File: config.mk
export PLATFORM = sky130hd
export DESIGN_NAME = trace_tap_flat
export DESIGN_NICKNAME = d
export VERILOG_FILES = /design/src/rtl/trace_tap_if.sv /design/src/rtl/trace_tap.sv /design/src/flat_wrapper.sv
export SDC_FILE = /design/constraint.sdc
export NUM_CORES = 1
export LEC_CHECK = 0
export CORE_MARGIN = 2
export CORE_UTILIZATION = 60
export CTS_BUF_LIST = sky130_fd_sc_hd__clkbuf_8
export CTS_CLUSTER_DIAMETER = 100
export DETAILED_ROUTE_END_ITERATION = 8
export PLACE_DENSITY = 0.84
export SYNTH_ARGS = -nofsm -noshare
export SYNTH_HDL_FRONTEND = slang
export SYNTH_SLANG_ARGS = --single-unit
File: constraint.sdc
create_clock -name clk -period 5.4 [get_ports clk]
set_clock_uncertainty 0.1 [all_clocks]
set_input_delay 1.62 -clock clk [delete_from_list [all_inputs] [get_ports clk]]
set_output_delay 1.62 -clock clk [all_outputs]
set_load 0.05 [all_outputs]
File: src/rtl/trace_tap_if.sv
// Trace tap bundle: retirement events, late writebacks and the outgoing trace record.
// master: the pipeline/sink side (drives ret_*/wb_*, observes readies and trace outputs).
// slave:  the trace_tap side (observes ret_*/wb_*, drives readies and trace outputs).
interface trace_tap_if;
  // retirement channel
  logic        ret_valid;
  logic        ret_ready;
  logic [31:0] ret_pc;
  logic [31:0] ret_inst;
  logic        ret_rdv;
  logic [4:0]  ret_rd;
  logic [31:0] ret_data;
  // late writeback channel
  logic        wb_valid;
  logic        wb_ready;
  logic [4:0]  wb_rd;
  logic [31:0] wb_data;
  // trace record out
  logic        valid;
  logic [31:0] pc;
  logic [31:0] inst;
  logic        rdv;
  logic [4:0]  rd_x;
  logic [31:0] rd_data;

  modport master (
    output ret_valid, ret_pc, ret_inst, ret_rdv, ret_rd, ret_data,
    output wb_valid, wb_rd, wb_data,
    input  ret_ready, wb_ready,
    input  valid, pc, inst, rdv, rd_x, rd_data
  );

  modport slave (
    input  ret_valid, ret_pc, ret_inst, ret_rdv, ret_rd, ret_data,
    input  wb_valid, wb_rd, wb_data,
    output ret_ready, wb_ready,
    output valid, pc, inst, rdv, rd_x, rd_data
  );
endinterface

File: src/rtl/trace_tap.sv
// trace_tap: merges/serializes retire and late-writeback events into a DEPTH-entry FIFO
// and emits at most one registered trace record per cycle (2-edge latency when empty).
// Ports: clk, reset_n (async active-low), bus (trace_tap_if.slave: ret_*, wb_*, trace record).
// Readies depend only on the registered count (low when fewer than 2 slots free).
// Optional macro TRACE_X0_FILTER_EN: drop register writes to x0 at push time.
module trace_tap #(
  parameter int DEPTH = 4
) (
  input  logic         clk,
  input  logic         reset_n,
  trace_tap_if.slave   bus
);

  localparam int AW = $clog2(DEPTH);
  localparam int CW = AW + 1;

  typedef struct packed {
    logic        iv;
    logic [31:0] pc;
    logic [31:0] inst;
    logic        wv;
    logic [4:0]  rd;
    logic [31:0] data;
  } rec_t;

  rec_t          mem_q [DEPTH];
  rec_t          mem_d [DEPTH];
  logic [AW-1:0] wr_ptr_q, wr_ptr_d;
  logic [AW-1:0] rd_ptr_q, rd_ptr_d;
  logic [CW-1:0] count_q, count_d;
  rec_t          out_q, out_d;

  logic ready;
  logic ret_acc, wb_acc;
  logic ret_wv, wb_wv;
  rec_t rec0, rec1;
  logic [1:0] n_push;
  logic pop;

  // Two free slots are always reserved so a split (two-record) push can never overflow.
  assign ready         = (CW'(DEPTH) - count_q) >= CW'(2);
  assign bus.ret_ready = ready;
  assign bus.wb_ready  = ready;

  assign ret_acc = bus.ret_valid & ready;
  assign wb_acc  = bus.wb_valid & ready;

`ifdef TRACE_X0_FILTER_EN
  assign ret_wv = bus.ret_rdv & (bus.ret_rd != 5'd0);
  assign wb_wv  = wb_acc & (bus.wb_rd != 5'd0);
`else
  assign ret_wv = bus.ret_rdv;
  assign wb_wv  = wb_acc;
`endif

  // Build up to two records for this cycle. When both events carry a write, the
  // late writeback belongs to an older instruction, so it goes first.
  always_comb begin
    rec0   = '0;
    rec1   = '0;
    n_push = 2'd0;
    if (ret_acc && wb_wv && !ret_wv) begin
      rec0   = '{iv: 1'b1, pc: bus.ret_pc, inst: bus.ret_inst,
                 wv: 1'b1, rd: bus.wb_rd, data: bus.wb_data};
      n_push = 2'd1;
    end else if (ret_acc && wb_wv) begin
      rec0   = '{iv: 1'b0, pc: 32'd0, inst: 32'd0,
                 wv: 1'b1, rd: bus.wb_rd, data: bus.wb_data};
      rec1   = '{iv: 1'b1, pc: bus.ret_pc, inst: bus.ret_inst,
                 wv: 1'b1, rd: bus.ret_rd, data: bus.ret_data};
      n_push = 2'd2;
    end else if (ret_acc) begin
      rec0   = '{iv: 1'b1, pc: bus.ret_pc, inst: bus.ret_inst,
                 wv: ret_wv, rd: ret_wv ? bus.ret_rd : 5'd0,
                 data: ret_wv ? bus.ret_data : 32'd0};
      n_push = 2'd1;
    end else if (wb_wv) begin
      rec0   = '{iv: 1'b0, pc: 32'd0, inst: 32'd0,
                 wv: 1'b1, rd: bus.wb_rd, data: bus.wb_data};
      n_push = 2'd1;
    end
  end

  // Pop reads pre-edge storage, so entries written at this edge are never popped at it.
  always_comb begin
    mem_d    = mem_q;
    wr_ptr_d = wr_ptr_q;
    rd_ptr_d = rd_ptr_q;
    out_d    = out_q;
    pop      = (count_q != '0);

    if (n_push != 2'd0) mem_d[wr_ptr_q] = rec0;
    if (n_push == 2'd2) mem_d[wr_ptr_q + AW'(1)] = rec1;
    wr_ptr_d = wr_ptr_q + AW'(n_push);

    if (pop) begin
      out_d    = mem_q[rd_ptr_q];
      rd_ptr_d = rd_ptr_q + AW'(1);
    end else begin
      // Idle cycle: flags drop, data fields hold their last value.
      out_d.iv = 1'b0;
      out_d.wv = 1'b0;
    end

    count_d = count_q + CW'(n_push) - CW'(pop);
  end

  always_ff @(posedge clk or negedge reset_n) begin
    if (!reset_n) begin
      for (int i = 0; i < DEPTH; i++) mem_q[i] <= '0;
      wr_ptr_q <= '0;
      rd_ptr_q <= '0;
      count_q  <= '0;
      out_q    <= '0;
    end else begin
      mem_q    <= mem_d;
      wr_ptr_q <= wr_ptr_d;
      rd_ptr_q <= rd_ptr_d;
      count_q  <= count_d;
      out_q    <= out_d;
    end
  end

  assign bus.valid   = out_q.iv;
  assign bus.pc      = out_q.pc;
  assign bus.inst    = out_q.inst;
  assign bus.rdv     = out_q.wv;
  assign bus.rd_x    = out_q.rd;
  assign bus.rd_data = out_q.data;

endmodule

File: src/flat_wrapper.sv
// flat-port wrapper written by rule: the top's interface ports become plain ports
module trace_tap_flat 
#(
  parameter int DEPTH = 4
)
  (clk, reset_n, bus_ret_valid, bus_ret_pc, bus_ret_inst, bus_ret_rdv, bus_ret_rd, bus_ret_data, bus_wb_valid, bus_wb_rd, bus_wb_data, bus_ret_ready, bus_wb_ready, bus_valid, bus_pc, bus_inst, bus_rdv, bus_rd_x, bus_rd_data);
  trace_tap_if bus_i ();
  input  logic clk;
  input  logic reset_n;
  input wire logic [$bits(bus_i.ret_valid)-1:0] bus_ret_valid;
  input wire logic [$bits(bus_i.ret_pc)-1:0] bus_ret_pc;
  input wire logic [$bits(bus_i.ret_inst)-1:0] bus_ret_inst;
  input wire logic [$bits(bus_i.ret_rdv)-1:0] bus_ret_rdv;
  input wire logic [$bits(bus_i.ret_rd)-1:0] bus_ret_rd;
  input wire logic [$bits(bus_i.ret_data)-1:0] bus_ret_data;
  input wire logic [$bits(bus_i.wb_valid)-1:0] bus_wb_valid;
  input wire logic [$bits(bus_i.wb_rd)-1:0] bus_wb_rd;
  input wire logic [$bits(bus_i.wb_data)-1:0] bus_wb_data;
  output wire logic [$bits(bus_i.ret_ready)-1:0] bus_ret_ready;
  output wire logic [$bits(bus_i.wb_ready)-1:0] bus_wb_ready;
  output wire logic [$bits(bus_i.valid)-1:0] bus_valid;
  output wire logic [$bits(bus_i.pc)-1:0] bus_pc;
  output wire logic [$bits(bus_i.inst)-1:0] bus_inst;
  output wire logic [$bits(bus_i.rdv)-1:0] bus_rdv;
  output wire logic [$bits(bus_i.rd_x)-1:0] bus_rd_x;
  output wire logic [$bits(bus_i.rd_data)-1:0] bus_rd_data;
  assign bus_i.ret_valid = bus_ret_valid;
  assign bus_i.ret_pc = bus_ret_pc;
  assign bus_i.ret_inst = bus_ret_inst;
  assign bus_i.ret_rdv = bus_ret_rdv;
  assign bus_i.ret_rd = bus_ret_rd;
  assign bus_i.ret_data = bus_ret_data;
  assign bus_i.wb_valid = bus_wb_valid;
  assign bus_i.wb_rd = bus_wb_rd;
  assign bus_i.wb_data = bus_wb_data;
  assign bus_ret_ready = bus_i.ret_ready;
  assign bus_wb_ready = bus_i.wb_ready;
  assign bus_valid = bus_i.valid;
  assign bus_pc = bus_i.pc;
  assign bus_inst = bus_i.inst;
  assign bus_rdv = bus_i.rdv;
  assign bus_rd_x = bus_i.rd_x;
  assign bus_rd_data = bus_i.rd_data;
  trace_tap #(.DEPTH(DEPTH)) u_core (.clk(clk), .reset_n(reset_n), .bus(bus_i));
endmodule
# Word level (Yosys, flattened, before mapping)
# Index checks and enable logic that the tools add are counted.
# word_totals
regBits,522
latch_bits,0
mem_bits_rw,0
mem_bits_ro,0
word_cells,83
mem_count,0
# op_classes
addsub,6
n_mul,0
n_div,0
n_lt_le_gt_ge,6
eq_ne,1
n_shift,0
n_mux,25
bitwise,5
n_reduce_logical,7
# ops
op,n
103-bit 2-to-1 mux,9
412-bit bitwise mux,2
412-bit 2-to-1 mux,2
103-bit demux with 2-bit select,2
103-bit binary-select mux with 2-bit select,1
38-bit 2-to-1 mux,1
32-bit 2-to-1 mux,1
"3-bit >= comparator, second input constant",3
2-bit inverter with 3-bit output,3
"3-bit by 1-bit < comparator with 1-bit output, second input constant",2
2-bit 2-to-1 mux,3
5-bit 2-to-1 mux,1
"2-bit by 1-bit adder with 2-bit output, second input constant",2
1-bit logical AND,4
3-bit by 2-bit adder with 3-bit output,1
"3-bit by 2-bit >= comparator with 1-bit output, second input constant",1
1-bit 2-to-1 mux,3
3-bit nonzero test,1
3-bit by 1-bit subtractor with 3-bit output,1
"3-bit subtractor, first input constant",1
2-bit adder,1
1-bit AND,2
"2-bit == test, second input constant",1
2-bit nonzero test,1
1-bit zero test,1

# Logic depth before layout (Yosys ltp)
# depth
ltp_word,11
mapped_depth,12
mapped_depth_nobuf,11

# Worst setup path after synthesis
# OpenSTA, ideal clock, no wires.
# synth_timing
path_kind,register to output
from,register u_core.count_q[0]
to,output port bus_wb_ready
arrival_time_ns,2.183
required_time_ns,3.680
path_slack_ns,1.497
path_stages_with_launch,9
cell_sequence,dfrtp_1 > inv_1 > ha_1 > ha_1 > nor3b_2 > buf_6 > inv_2 > clkbuf_1 > buf_4
# synth_via
elab_chain_cells,2
# synth_lines
element,line,rtl
from (decl),trace_tap.sv:30,"logic [CW-1:0] count_q, count_d;"
from (signal assigned),trace_tap.sv:119,count_q <= count_d;
3-bit subtractor,trace_tap.sv:41,assign ready = (CW'(DEPTH) - count_q) >= CW'(2);
3-bit by 2-bit >= comparator with 1-bit output,trace_tap.sv:41,
to (decl),flat_wrapper.sv:20,output wire logic [$bits(bus_i.wb_ready)-1:0] bus_wb_ready;
# Every way passes these cells.

# Worst setup path after layout
# layout_timing
from,register u_core.count_q[1]
to,output port bus_ret_ready
# layout_via
elab_chain_cells,2
# layout_lines
element,line,rtl
3-bit subtractor,trace_tap.sv:41,
3-bit by 2-bit >= comparator with 1-bit output,trace_tap.sv:41,
to (decl),flat_wrapper.sv:19,output wire logic [$bits(bus_i.ret_ready)-1:0] bus_ret_ready;
# Every way passes these cells.

==> reports/metrics.yaml <==
status: "finished, final reports clean"
slew_headroom_pct: 28.4
cp_num_buf_inv: 4
cap_violations: 0
worst_path_max_delay_cell: "clkdlybuf4s50_1"
antenna_found_initial: 8
p_leak_nw: 12.7
port_buffers: 247
cts_sinks: 522
drc_errors: 0
root_buffer: "clkbuf_8"
setup_viol: 0
synth-edff-count: 0
ant_nets: 0
cpPeakStageDelay_ps: 810
overflow: 0
gp_congestion: 0.769
fp.dieArea_mm2: 0.0408
worstPathCellList: "inv_1, ha_1, ha_4, nor3b_2, buf_4, inv_2, clkdlybuf4s50_1"
hold_viol_final: 0
vias: 17709
cts.reportedPaths.clkPinSlew_ps: 60
wl_per_cell_um: 23.4
cts_buffers: 85
grt_use_total_pct: 32.1
route.met2.wl_um: 31500
grt_pass1_wl_um: 103000
dp_slack_ps: 1040
crit_arrival_ps: 2810
rows: 72
die_h_um: 202
ys_async_sr_fraction_pct: 100
firstDrtPassIters: 5
path_delay_family: "buffers and inverters"
hold_class: "flop to flop"
post_cts_buffers: 0
rsz0062_at_grt: "false"
final_cell_mix: "dfrtp_1, nand2_1, a22o_1"
fin_nets: 2310
p_total_mw: 18.3
ctsResizeCount: 0
period_minus_slack_ps: 4530
route.top_layer_used: "met5"
fin_crit_sh_pct: 83.9
yosys_register_bits: 522
cts_tree: "done"
final_layout_size_suffix_gt1_share_pct: 14.8
ys_seq_area_share_pct: 55.6
cts_buffer_depth: 3
drt_iter0_markers: 1623
cp_max_fo: 13
synth_area_mm2: 0.0235
fillers: 2569
layout_commonest_cell: "dfrtp_1"
dp_hpwl_um: 36000
h-tree-depth: 3
clk_latency_ps: 650
finalSetupTns_ps: 0
setup_slack_ps: 868
holdBufCountCts: 0
coreArea_mm2: 0.0386
p_per_area_mw_per_mm2: 654
drv_slew: 0
synthCells: 1958
end_kind: "output port"
yosys_warnings: 0
syn_area_per_cell_um2: 12.0
wirelength_met1_um: 25400
layout-area-overhead-vs-synth_pct: 19.4
grt_pass1_vias: 18875
die_width_um: 202
crit_type: "flop to output port"
required_ps: 3680
max_freq_mhz: 221
grt_max_degree: 134
totalWireLength_um: 64200
start_util_pct: 60.8
worst_slew_pin_slew_ps: 1070
yosys_most_used_dff: "dfrtp_1"
start_kind: "flop"
routed_via_density: 6.46
synth.net_count: 2109
synth.distinct_cells: 42
io_pins: 248
vdd.ir_drop.worst_uv: 498
route.met3.wl_um: 5280
[cell type report]
| type | instances | area (um^2) | area share, % |
|---|---|---|---|
| multi-input cells | 1253 | 9630 | 34.3 |
| diodes | 2 | 5.00 | 0.0178 |
| well taps | 518 | 648 | 2.31 |
| clock buffers | 109 | 1500 | 5.35 |
| flip-flops and latches | 522 | 13100 | 46.6 |
| inverters | 9 | 36.3 | 0.129 |
| clock inverters | 41 | 220 | 0.785 |
| repair buffers | 288 | 2940 | 10.5 |
[sequential cells by signal, summed over array words and instances (netlist names)]
signal	flops
u_core.bus.rd_x	5
u_core.count_q	3
u_core.bus.rd_data	32
u_core.wr_ptr_q	2
u_core.bus.rdv	1
u_core.mem_q	412
u_core.bus.pc	32
u_core.bus.valid	1
u_core.rd_ptr_q	2
u_core.bus.inst	32
[cells in the mapped netlist, types with 2 or more instances]
| cell type | n | share of area (%) |
|---|---|---|
| inv_1 | 7 | 0.11 |
| a22o_1 | 257 | 9.6 |
| a211o_1 | 3 | 0.11 |
| and2_1 | 4 | 0.11 |
| nand2_1 | 461 | 7.4 |
| buf_2 | 67 | 1.4 |
| o21ai_0 | 47 | 1.0 |
| o21ai_1 | 103 | 2.2 |
| nor2_1 | 9 | 0.14 |
| dfrtp_1 | 522 | 56 |
| mux2i_1 | 111 | 4.7 |
| mux4_2 | 103 | 9.9 |
| buf_1 | 7 | 0.11 |
| ha_1 | 7 | 0.37 |
| clkbuf_1 | 77 | 1.2 |
| a21oi_1 | 2 | 0.043 |
| buf_4 | 15 | 0.48 |
| xnor2_1 | 6 | 0.22 |
| nor3_1 | 3 | 0.064 |
| a21o_1 | 42 | 1.3 |
| o211ai_1 | 3 | 0.096 |
| buf_6 | 8 | 0.38 |
| o221a_2 | 37 | 1.8 |
| nand3_1 | 38 | 0.81 |
| nor3b_2 | 2 | 0.11 |
[cell families after synthesis]
| logic type | after synthesis | synth area share (%) |
|---|---|---|
| AOI/OAI and AO/OA | 495 | 16.2 |
| muxes | 214 | 14.6 |
| and+or+nand+nor | 530 | 9.16 |
| xor gates and xnor gates | 6 | 0.224 |
| buffers and inverters | 183 | 3.78 |
| adders and majority gates | 8 | 0.458 |
| DFF | 522 | 55.6 |
[path summary, 6_finish.rpt]
check / from / end / slack, ps / depth (start not counted)
min reg2reg: u_core.bus.pc[8] / u_core.bus.pc[8] / 370 / 2
max: u_core.count_q[1] / bus_ret_ready / 870 / 7
min in group asynchronous: reset_n / u_core.bus.inst[16] / 960 / 1
max in group asynchronous: reset_n / u_core.mem_q[235] / 2990 / 2
max reg2reg: u_core.count_q[1] / u_core.mem_q[147] / 2280 / 11
min: u_core.bus.pc[8] / u_core.bus.pc[8] / 370 / 2
[metrics by stage]
stage	instance area (um^2)	instances	util (%)	hold slack [ps]
after global routing	28000	2741	72.6	387
final	28000	2742	72.6	368
after floorplan	23500	1958	-	344
after CTS	28000	2740	72.6	373
after global placement	26300	2590	68.1	353
after detailed placement	26300	2590	68.1	358
[where the power goes]
part           switching, mW  total [mW]  internal [mW]
Sequential              1.11        6.62           5.51
Clock                   1.63        3.46           1.83
Combinational           4.60        8.27           3.67
Total                   7.35        18.3           11.0
[routing by layer]
metal  GRT usage (%)  vias to the layer above
met5               0                        -
met4            12.1                       12
met3            6.76                      157
met2            52.3                      932
met1            43.0                     9067
li1                -                     7541
[worst reg2reg max path: stages, from the launching register on]
cell	delay, ps
dfrtp_1	390
inv_1	90
ha_1	190
ha_4	200
nor3b_2	150
buf_4	200
inv_2	120
buf_4	510
nand2_1	260
a21oi_4	200
buf_12	320
a22o_1	300
Power figures use the tool's default switching activity.
